File: src/rtl/hex_count_pkg.sv
// Shared types and key index constants for the hex counter controller.
package hex_count_pkg;

    typedef enum logic {
        RUN   = 1'b0,
        PAUSE = 1'b1
    } state_t;

    localparam int unsigned KEY_FASTER = 0;
    localparam int unsigned KEY_SLOWER = 1;
    localparam int unsigned KEY_RUN    = 2;
    localparam int unsigned KEY_DIR    = 3;

endpackage

File: src/rtl/key_debouncer.sv
// One key: two-flop synchronizer, level debouncer and a release pulse
// that fires the cycle after the debounced level falls.
module key_debouncer #(
    parameter int unsigned debounce_cycles = 500000
) (
    input  logic clk,
    input  logic rst_n,
    input  logic key,
    output logic rel
);

    localparam int unsigned CW = (debounce_cycles > 1) ? $clog2(debounce_cycles) : 1;
    localparam logic [CW-1:0] LAST = CW'(debounce_cycles - 1);

    logic          sync1;
    logic          sync2;
    logic          level;
    logic          level_d;
    logic [CW-1:0] cnt;

    always_ff @(posedge clk or negedge rst_n) begin
        if (!rst_n) begin
            sync1   <= 1'b0;
            sync2   <= 1'b0;
            level   <= 1'b0;
            level_d <= 1'b0;
            cnt     <= '0;
            rel     <= 1'b0;
        end else begin
            sync1   <= key;
            sync2   <= sync1;
            level_d <= level;
            rel     <= level_d & ~level;
            // Count consecutive samples that disagree with the accepted level.
            if (sync2 == level) begin
                cnt <= '0;
            end else if (cnt == LAST) begin
                level <= sync2;
                cnt   <= '0;
            end else begin
                cnt <= cnt + CW'(1);
            end
        end
    end

endmodule

File: src/rtl/hex_count_controller.sv
// Key-controlled up/down counter with an adjustable tick period and run/pause.
module hex_count_controller
    import hex_count_pkg::*;
#(
    parameter int unsigned clk_mhz         = 50,
    parameter int unsigned w_key           = 4,
    parameter int unsigned w_cnt           = 32,
    parameter int unsigned min_period      = clk_mhz * 1000 * 1000 / 50,
    parameter int unsigned max_period      = clk_mhz * 1000 * 1000 * 3,
    parameter int unsigned init_period     = clk_mhz * 1000 * 1000,
    parameter int unsigned debounce_cycles = clk_mhz * 1000 * 10
) (
    input  logic             clk,
    input  logic             rst_n,
    input  logic [w_key-1:0] key,
    output logic             tick,
    output logic [w_cnt-1:0] count,
    output logic [31:0]      period,
    output logic             running,
    output logic             dir_down
);

    logic [w_key-1:0] rel;
    state_t           state;
    state_t           state_n;
    logic [31:0]      div;
    logic [31:0]      period_n;
    logic             period_chg;
    logic [32:0]      dbl;
    logic [32:0]      half;

    for (genvar i = 0; i < w_key; i++) begin : g_key
        key_debouncer #(
            .debounce_cycles(debounce_cycles)
        ) u_deb (
            .clk  (clk),
            .rst_n(rst_n),
            .key  (key[i]),
            .rel  (rel[i])
        );
    end

    logic faster_ev;
    logic slower_ev;
    logic run_ev;
    logic dir_ev;

    assign faster_ev = rel[KEY_FASTER];
    assign slower_ev = rel[KEY_SLOWER];
    assign run_ev    = rel[KEY_RUN];
    assign dir_ev    = rel[KEY_DIR];

    // Next state and saturating period arithmetic in 33 bits.
    always_comb begin
        state_n    = state;
        period_n   = period;
        period_chg = 1'b0;
        dbl        = {period, 1'b0};
        half       = {2'b00, period[31:1]};

        if (run_ev) begin
            state_n = (state == RUN) ? PAUSE : RUN;
        end

        if (faster_ev && !slower_ev) begin
            period_chg = 1'b1;
            period_n   = (half < 33'(min_period)) ? 32'(min_period) : half[31:0];
        end else if (slower_ev && !faster_ev) begin
            period_chg = 1'b1;
            period_n   = (dbl > 33'(max_period)) ? 32'(max_period) : dbl[31:0];
        end
    end

    always_ff @(posedge clk or negedge rst_n) begin
        if (!rst_n) begin
            state    <= RUN;
            running  <= 1'b1;
            dir_down <= 1'b0;
            period   <= 32'(init_period);
            div      <= 32'(init_period - 1);
            tick     <= 1'b0;
            count    <= '0;
        end else begin
            state    <= state_n;
            running  <= (state_n == RUN);
            dir_down <= dir_down ^ dir_ev;
            period   <= period_n;
            tick     <= 1'b0;
            // A period change restarts the phase; pause parks the divider.
            if (period_chg) begin
                div <= period_n - 32'd1;
            end else if (state == PAUSE) begin
                div <= period - 32'd1;
            end else if (div == 32'd0) begin
                div   <= period - 32'd1;
                tick  <= 1'b1;
                count <= dir_down ? count - w_cnt'(1) : count + w_cnt'(1);
            end else begin
                div <= div - 32'd1;
            end
        end
    end

endmodule

File: config.mk
export PLATFORM = sky130hd
export DESIGN_NAME = hex_count_controller
export DESIGN_NICKNAME = d
export VERILOG_FILES = /design/src/rtl/hex_count_pkg.sv /design/src/rtl/key_debouncer.sv /design/src/rtl/hex_count_controller.sv
export SDC_FILE = /design/constraint.sdc
export NUM_CORES = 1
export LEC_CHECK = 0
export BUFFER_PORTS_ARGS = -buffer_cell sky130_fd_sc_hd__buf_2
export CAP_MARGIN = 20
export CORE_ASPECT_RATIO = 0.7
export CORE_MARGIN = 3
export CORE_UTILIZATION = 24
export CTS_BUF_LIST = sky130_fd_sc_hd__clkbuf_4 sky130_fd_sc_hd__clkbuf_8
export DETAILED_ROUTE_END_ITERATION = 16
export PLACE_DENSITY_LB_ADDON = 0.05
export SETUP_SLACK_MARGIN = 0.15
export SKIP_CTS_REPAIR_TIMING = 1
export SLEW_MARGIN = 5
export SYNTH_ARGS = -nofsm -noshare
export SYNTH_HDL_FRONTEND = slang
export SYNTH_SLANG_ARGS = --single-unit
File: constraint.sdc
create_clock -name clk -period 11 [get_ports clk]
set_input_delay 1.65 -clock clk [delete_from_list [all_inputs] [get_ports clk]]
set_output_delay 1.65 -clock clk [all_outputs]
set_load 0.02 [all_outputs]
==> results of run 1 <==
==> power by group <==
group	leakage, nW	total [mW]	internal, mW	switching, mW
clock network	0.206	0.507	0.191	0.316
logic	3.33	0.0298	0.00608	0.0237
registers	2.52	0.731	0.726	0.00486
==> synthesized netlist by cell type, types with 4 or more instances <==
cell type | number | area [µm²]
o311ai_0 | 4 | 35.0
a21o_1 | 15 | 113
o211ai_1 | 30 | 225
and3_1 | 25 | 156
and4_1 | 10 | 87.6
o2111ai_1 | 4 | 35.0
ha_1 | 40 | 500
nand2b_1 | 7 | 43.8
a22oi_1 | 4 | 30.0
nor2b_1 | 17 | 106
xnor2_1 | 66 | 578
dfstp_2 | 31 | 815
a21oi_1 | 78 | 390
nand3b_1 | 8 | 60.1
nor3_1 | 49 | 245
o21a_1 | 9 | 67.6
a211oi_1 | 19 | 143
o31a_1 | 5 | 43.8
or3_1 | 30 | 188
nor4b_1 | 10 | 87.6
xor2_1 | 93 | 815
or2_2 | 10 | 62.6
clkbuf_1 | 62 | 233
buf_2 | 4 | 20.0
buf_1 | 4 | 15.0
o21ai_0 | 79 | 395
nor4_1 | 19 | 119
or4_1 | 9 | 67.6
inv_1 | 39 | 146
a31oi_1 | 10 | 62.6
a21boi_0 | 4 | 30.0
o31ai_1 | 12 | 90.1
nor2_1 | 136 | 510
and2_1 | 7 | 43.8
mux2_2 | 6 | 67.6
dfrtp_1 | 165 | 4130
nand4_1 | 11 | 68.8
nand2_1 | 129 | 484
o22ai_1 | 5 | 31.3
nand3_1 | 59 | 295
==> flip-flops by register name, summed over array words and instances, names as in the netlist <==
signal,count
div,32
g_key.u_deb.sync2,4
g_key.u_deb.rel,4
g_key.u_deb.level_d,4
g_key.u_deb.sync1,4
period,32
dir_down,1
g_key.u_deb.level,4
tick,1
running,1
g_key.u_deb.cnt,76
state,1
count,32
==> cells by family after synthesis <==
family	after synthesis	synth area share
flops	196	0.406
fa+ha+maj	41	0.0428
mux	8	0.00720
buf+inv	112	0.0353
xor+xnor	159	0.114
simple gates	552	0.230
compound gates	312	0.164
==> worst max-delay path: stages (launching register included) <==
cell and delay (ps):
dfrtp_1 400, inv_1 60, ha_1 670, clkinv_1 730, o22ai_1 400, inv_1 80, o21ai_0 150, a22oi_1 150
a211oi_2 620, nand4_2 510, or4_1 630, a31oi_1 160
==> per-layer routing <==
metal	vias up	track usage	part of all wire
met2	183	0.183	0.38
li1	4997	-	-
met3	16	0.0317	0.049
met5	-	0	0
met1	4882	0.245	0.57
met4	0	0.0268	0.0077
==> cell type report <==
cell class / instances / area share
flip-flops and latches: 196 / 0.362
repair buffers: 88 / 0.0367
inverters: 41 / 0.0113
clock inverters: 15 / 0.0123
clock buffers: 17 / 0.0171
well taps: 665 / 0.0610
multi-input cells: 1072 / 0.499
==> per-stage QoR <==
step / utilization / hold slack (ps)
CTS: 0.274 / 368
detailed placement: 0.266 / 340
global route: 0.275 / 381
floorplan: - / 331
global placement: 0.266 / 334
finish: 0.275 / 363
==> worst paths after layout <==
check                                startpoint                     end  depth (start not counted)
max reg2reg                  g_key[0].u_deb.rel                 div[31]                         11
max                          g_key[0].u_deb.rel                 div[31]                         11
min reg2reg                g_key[2].u_deb.sync1    g_key[2].u_deb.sync2                          0
min                        g_key[2].u_deb.sync1    g_key[2].u_deb.sync2                          0
min in group asynchronous                 rst_n   g_key[3].u_deb.cnt[9]                          1
max in group asynchronous                 rst_n  g_key[0].u_deb.cnt[13]                          3
==> results.md, run 1 <==
- Outcome: completed
- Final Cycle Share: 0.423
- CTS tree: yes
- Initial antenna violation count: 0
- Worst-Skew Late Latency: around 530 ps
- Power, Total: 1.27 mW
- RSZ-0062 raised after global routing: false
- Mapped Area: ~0.012 mm²
- Residual DRC count: 0
- Clock-pin transition on the worst setup and hold timing paths: ~110 ps
- Multi-input gate area: about 0.007 mm²
- Worst slack, placed: between 6000 and 7000 ps
- Final global-route overflow total: 0
- Cts bufs inserted: 17
- Synth async-reset ratio: 1.00
- Mean Syn Cell Area: about 9 µm²
- Leakage: ~6 nW
- Main synth FF type: dfrtp_1
- Setup ws final: about 6300 ps
- Placed Instance Area: 0.0132 mm²
- Slew HR: 0.285
- Vias in the first global route: 9,471
- Pwr per Cell Area: slightly above 90 mW/mm²
- Clock Tree Root: clkbuf_8
- Largest net degree at the start of global routing: 90
- GRT Util Overall: 0.146
- Type of the worst setup path: flop to flop
- Syn_nets: 1,427
- Htree depth: 4
- Yosys cell types: 74
- IO Pins: 73
- Max-slew violations: 0
- Die area: 0.0535 mm²
- Final hold violations: 0
- Height of the die: between 150 and 200 µm
- GPL Wtd Cong: slightly below 0.8
- Post-detail-place hpwl: roughly 28,000 µm
- WL/cell: 18.3 µm
- Area delta synth->final: 12.1%
- Cells after DPL: a little over 2,000
- Syn. warnings: 0
- CTS Sinks: between 150 and 200
- Antenna Diode Count: 0
- Initial Utilization: 0.245
- CP Data Required Time: approximately 11,000 ps
- Detailed Route Iter0 Violations: 714
- Worst EP arrival: approximately 5000 ps
- Min-Delay Path Class: flop to flop
- Max-cap violations: 0
- First-pass GRT wire length: roughly 60,000 µm
- Fillers: 5,402
- Final ANT Viol Nets: 0
- Via Count: about 10,000
- IO buf count: 72
- CP Max Fanout: 18
- Most frequent cells in the layout: dfrtp_1 (165), nor2_1 (136), nand2_1 (129), xor2_1 (93), o21ai_0 (79)
- Register-to-register setup slack: about 6300 ps
- Worst Tran Pin Value: roughly 1100 ps
- Die width: around 280 µm
- Vias/cell: just under 5
- First drt pass iteration count: 5
- Clk buf depth: 2
- NumNets Final: roughly 1,500
- Routed WL: about 38,000 µm
- Kind of end point of the critical path: flop
- Setup crit start kind: flop
- Core area: about 0.050 mm²
- Final instance area: between 0.01 and 0.015 mm²
- Max Freq: 215 MHz
- FF+latch count, synth: 196
- Share of layout cells above drive strength 1: 0.130
- Final setup fails: 0
- FF/Latch Area: ~0.0049 mm²
- Crit path time final: between 4000 and 5000 ps
- Final setup TNS: 0 ps
- Post-synth EDFFs: 0
- Clock Skews: 20.7 ps
- Commonest non-fill, non-tap cell in the layout: dfrtp_1
- Fin cells: 2,094
- Mapped Cells: 1,380
- Row count: between 60 and 70
- Worst VDD drop: between 0.06 and 0.07 mV
- Sequential area share after synthesis: 0.406
No activity file was read; power rests on OpenSTA's default activity.
==> run 2: changes to the inputs <==
Settings changed: ABC_AREA from default to 1.
Clock period 11 ns to 4.35 ns, I/O delays scaled along.
==> results.md, run 2 <==
- IO Pins: 73 (unchanged)
- IO buf count: 72 (unchanged)
- Row count: 71 (+4.4%)
- CP Max Fanout: 12 (-6)
- Top cell type's share of synthesized area: 0.313 (-0.0267)
- Area delta synth->final: 12.3%
- Slew HR: 0.319 (+0.0342)
- Synth async-reset ratio: 1.00 (unchanged)
- Htree depth: 4 (unchanged)
- Cts bufs inserted: 17 (unchanged)
- Crit path time final: 3760 ps (-897 ps)
- Mapped Area: 0.0132 mm² (+8.5%)
- Min-Delay Path Class: primary input to asynchronous set/reset pin
- Worst EP arrival: 4180 ps (-930 ps)
- Via Count: 12,400 (+23%)
- RSZ-0062 raised after global routing: false
- Max reg flops: 76 (unchanged)
- Main synth FF type: dfrtp_1
- Vias in the first global route: 12,000 (+27%)
- Most frequent cell after synthesis: nand2_1
- Initial antenna violation count: 1 (+1)
- Worst-Skew Late Latency: 540 ps (about the same)
- Mean Syn Cell Area: 7.05 µm² (-20%)
- Max-slew violations: 0 (unchanged)
- Clock Tree Root: clkbuf_8
- FF+latch count, synth: 196 (unchanged)
- CP Data Required Time: 4770 ps (-6680 ps)
- CTS tree: yes
- Leakage: 7.44 nW (+23%)
- Max Freq: 266 MHz (+24%)
- Top cells by area, synth: dfrtp_1 (31%), nand2_1 (12%), nor2_1 (7.2%)
- Core area: 0.0541 mm² (+8.9%)
- Mapped Cells: 1,874 (+36%)
- Kind of end point of the critical path: flop
- Max-cap violations: 0 (unchanged)
- Post-synth EDFFs: 0 (unchanged)
- Clock Skews: 27.7 ps (+6.96 ps)
- Commonest non-fill, non-tap cell in the layout: nand2_1
- Die area: 0.0579 mm² (+8.3%)
- Final setup fails: 0 (unchanged)
- First drt pass iteration count: 7 (+2)
- Hold_ws: 108 ps (-255 ps)
- Outcome: completed
- Worst Tran Pin Value: 1020 ps (-43.4 ps)
- Die width: 286 µm (+4.1%)
- Detailed Route Iter0 Violations: 928 (+30%)
- CTS Sinks: 196 (unchanged)
- Fillers: 6,032 (+12%)
- Yosys cell types: 58 (-22%)
- Final global-route overflow total: 0 (unchanged)
- Initial Utilization: 0.244 (-0.000778)
- Clock-pin transition on the worst setup and hold timing paths: 140 ps (+30 ps)
- Residual DRC count: 0 (unchanged)
- GRT Util Overall: 0.160 (+0.0142)
- Most frequent cells in the layout: nand2_1 (433), nor2_1 (253), inv_1 (249), dfrtp_1 (165), a21oi_1 (120)
- Vias/cell: 4.61 (-4.2%)
- Area leader, netlist: dfrtp_1
- Final setup TNS: 0 ps (unchanged)
- Clk buf depth: 2 (unchanged)
- WL/cell: 17.1 µm (-6.9%)
- Share of layout cells above drive strength 1: 0.110 (-0.0201)
- Routed WL: 45,800 µm (+19%)
- GPL Wtd Cong: 0.871 (+9.8%)
- Sequential area share after synthesis: 0.374 (-0.0320)
- NumNets Final: 1,988 (+36%)
- Syn. warnings: 0 (unchanged)
- Height of the die: 202 µm (+4.1%)
- Worst VDD drop: 0.201 mV (+220%)
- Syn_nets: 1,921 (+35%)
- Pwr per Cell Area: 218 mW/mm² (+130%)
- Biggest register: g_key.u_deb.cnt
- First-pass GRT wire length: 71,800 µm (+19%)
- Type of the worst setup path: flop to flop
- Final Cycle Share: 0.864 (+0.441)
- Setup crit start kind: flop
- Final core occ: 0.274 (-0.000428)
- Top post-synthesis cells by count: nand2_1 (433), nor2_1 (253), inv_1 (249), dfrtp_1 (165), a21oi_1 (120)
- Final ANT Viol Nets: 0 (unchanged)
- Largest net degree at the start of global routing: 81 (-10%)
- Final hold violations: 0 (unchanged)
- Post-detail-place hpwl: 35,100 µm (+26%)
[run 2: cell count changes in the layout (fill, tap and decap cells not counted), sizes merged, moves of 17 or more]
cell	delta
nand2	+322
xnor2	-40
nor3	+25
inv	+215
or3	-31
o211ai	-22
o21ai	+26
nand4	+22
and3	-23
a21oi	+46
nor2b	-17
nand3	+27
nor2	+133
xor2	-46
[run 2: layout make-up]
| cell class | count | area [µm²] | area share |
|---|---|---|---|
| clock buffers | 17 | 234 | 0.0158 |
| multi-input cells | 1380 | 7110 | 0.479 |
| repair buffers | 93 | 528 | 0.0356 |
| inverters | 253 | 950 | 0.0640 |
| diodes | 1 | 2.50 | 0.000169 |
| clock inverters | 15 | 156 | 0.0105 |
| flip-flops and latches | 196 | 4940 | 0.333 |
| well taps | 730 | 913 | 0.0616 |
[run 2: cell families after synthesis]
group / after synthesis / synth area share
flip-flops: 196 / 0.374
AND/OR/NAND/NOR: 961 / 0.315
buffers and inverters: 298 / 0.0883
multiplexers: 4 / 0.00341
XOR/XNOR: 73 / 0.0484
AO/OA/AOI/OAI: 301 / 0.132
adder cells (fa/ha/maj): 41 / 0.0394
[run 2: metal layers]
metal  up-vias  share of wire  global-route usage
li1       6230              -                   -
met1      5874           0.55               0.257
met2       259           0.39               0.219
met3        22          0.054              0.0310
met4         0         0.0084              0.0268
met5         -              0                   0
[run 2: stage by stage]
stage | power, mW | worst slack (ps) | instances | cell area (µm²)
3_5_place_dp | 1.96 | 731 | 2652 | 14400
5_1_grt | 3.39 | 313 | 2684 | 14800
3_3_place_gp | 1.96 | 633 | 2652 | 14400
2_1_floorplan | 1.90 | 1340 | 1874 | 13200
6_report | 3.23 | 590 | 2685 | 14800
4_1_cts | 3.31 | 688 | 2684 | 14800
[run 2: worst paths after layout]
kind / start / to / slack (ps) / cells after the start
setup / recovery: period[26] / div[24] / 590 / 17
hold reg to reg: g_key[1].u_deb.sync1 / g_key[1].u_deb.sync2 / 360 / 0
setup reg to reg: period[26] / div[24] / 590 / 17
hold / removal: rst_n / period[2] / 110 / 1
min in group clk: key[1] / g_key[1].u_deb.sync1 / 220 / 1
max in group asynchronous: rst_n / g_key[3].u_deb.sync2 / 3170 / 2
[run 2: power breakdown]
group	switching, mW	internal (mW)	total, mW
Sequential	0.00826	1.84	1.84
Clock	0.826	0.482	1.31
Combinational	0.0636	0.0164	0.0800
Total	0.898	2.33	3.23
[run 2: worst max-delay path, cell delays in order, from the launching register on]
cell	delay (ps)
dfrtp_1	560
nor2_1	210
nand2_1	140
nor3_2	380
nand2_2	330
a21oi_1	270
a21oi_2	80
inv_1	60
ha_1	140
nand2_1	100
nor2_1	450
nand2_1	270
inv_1	300
nand2_1	90
nand2_1	60
nand2_1	50
nand2_1	60
nand2_1	60
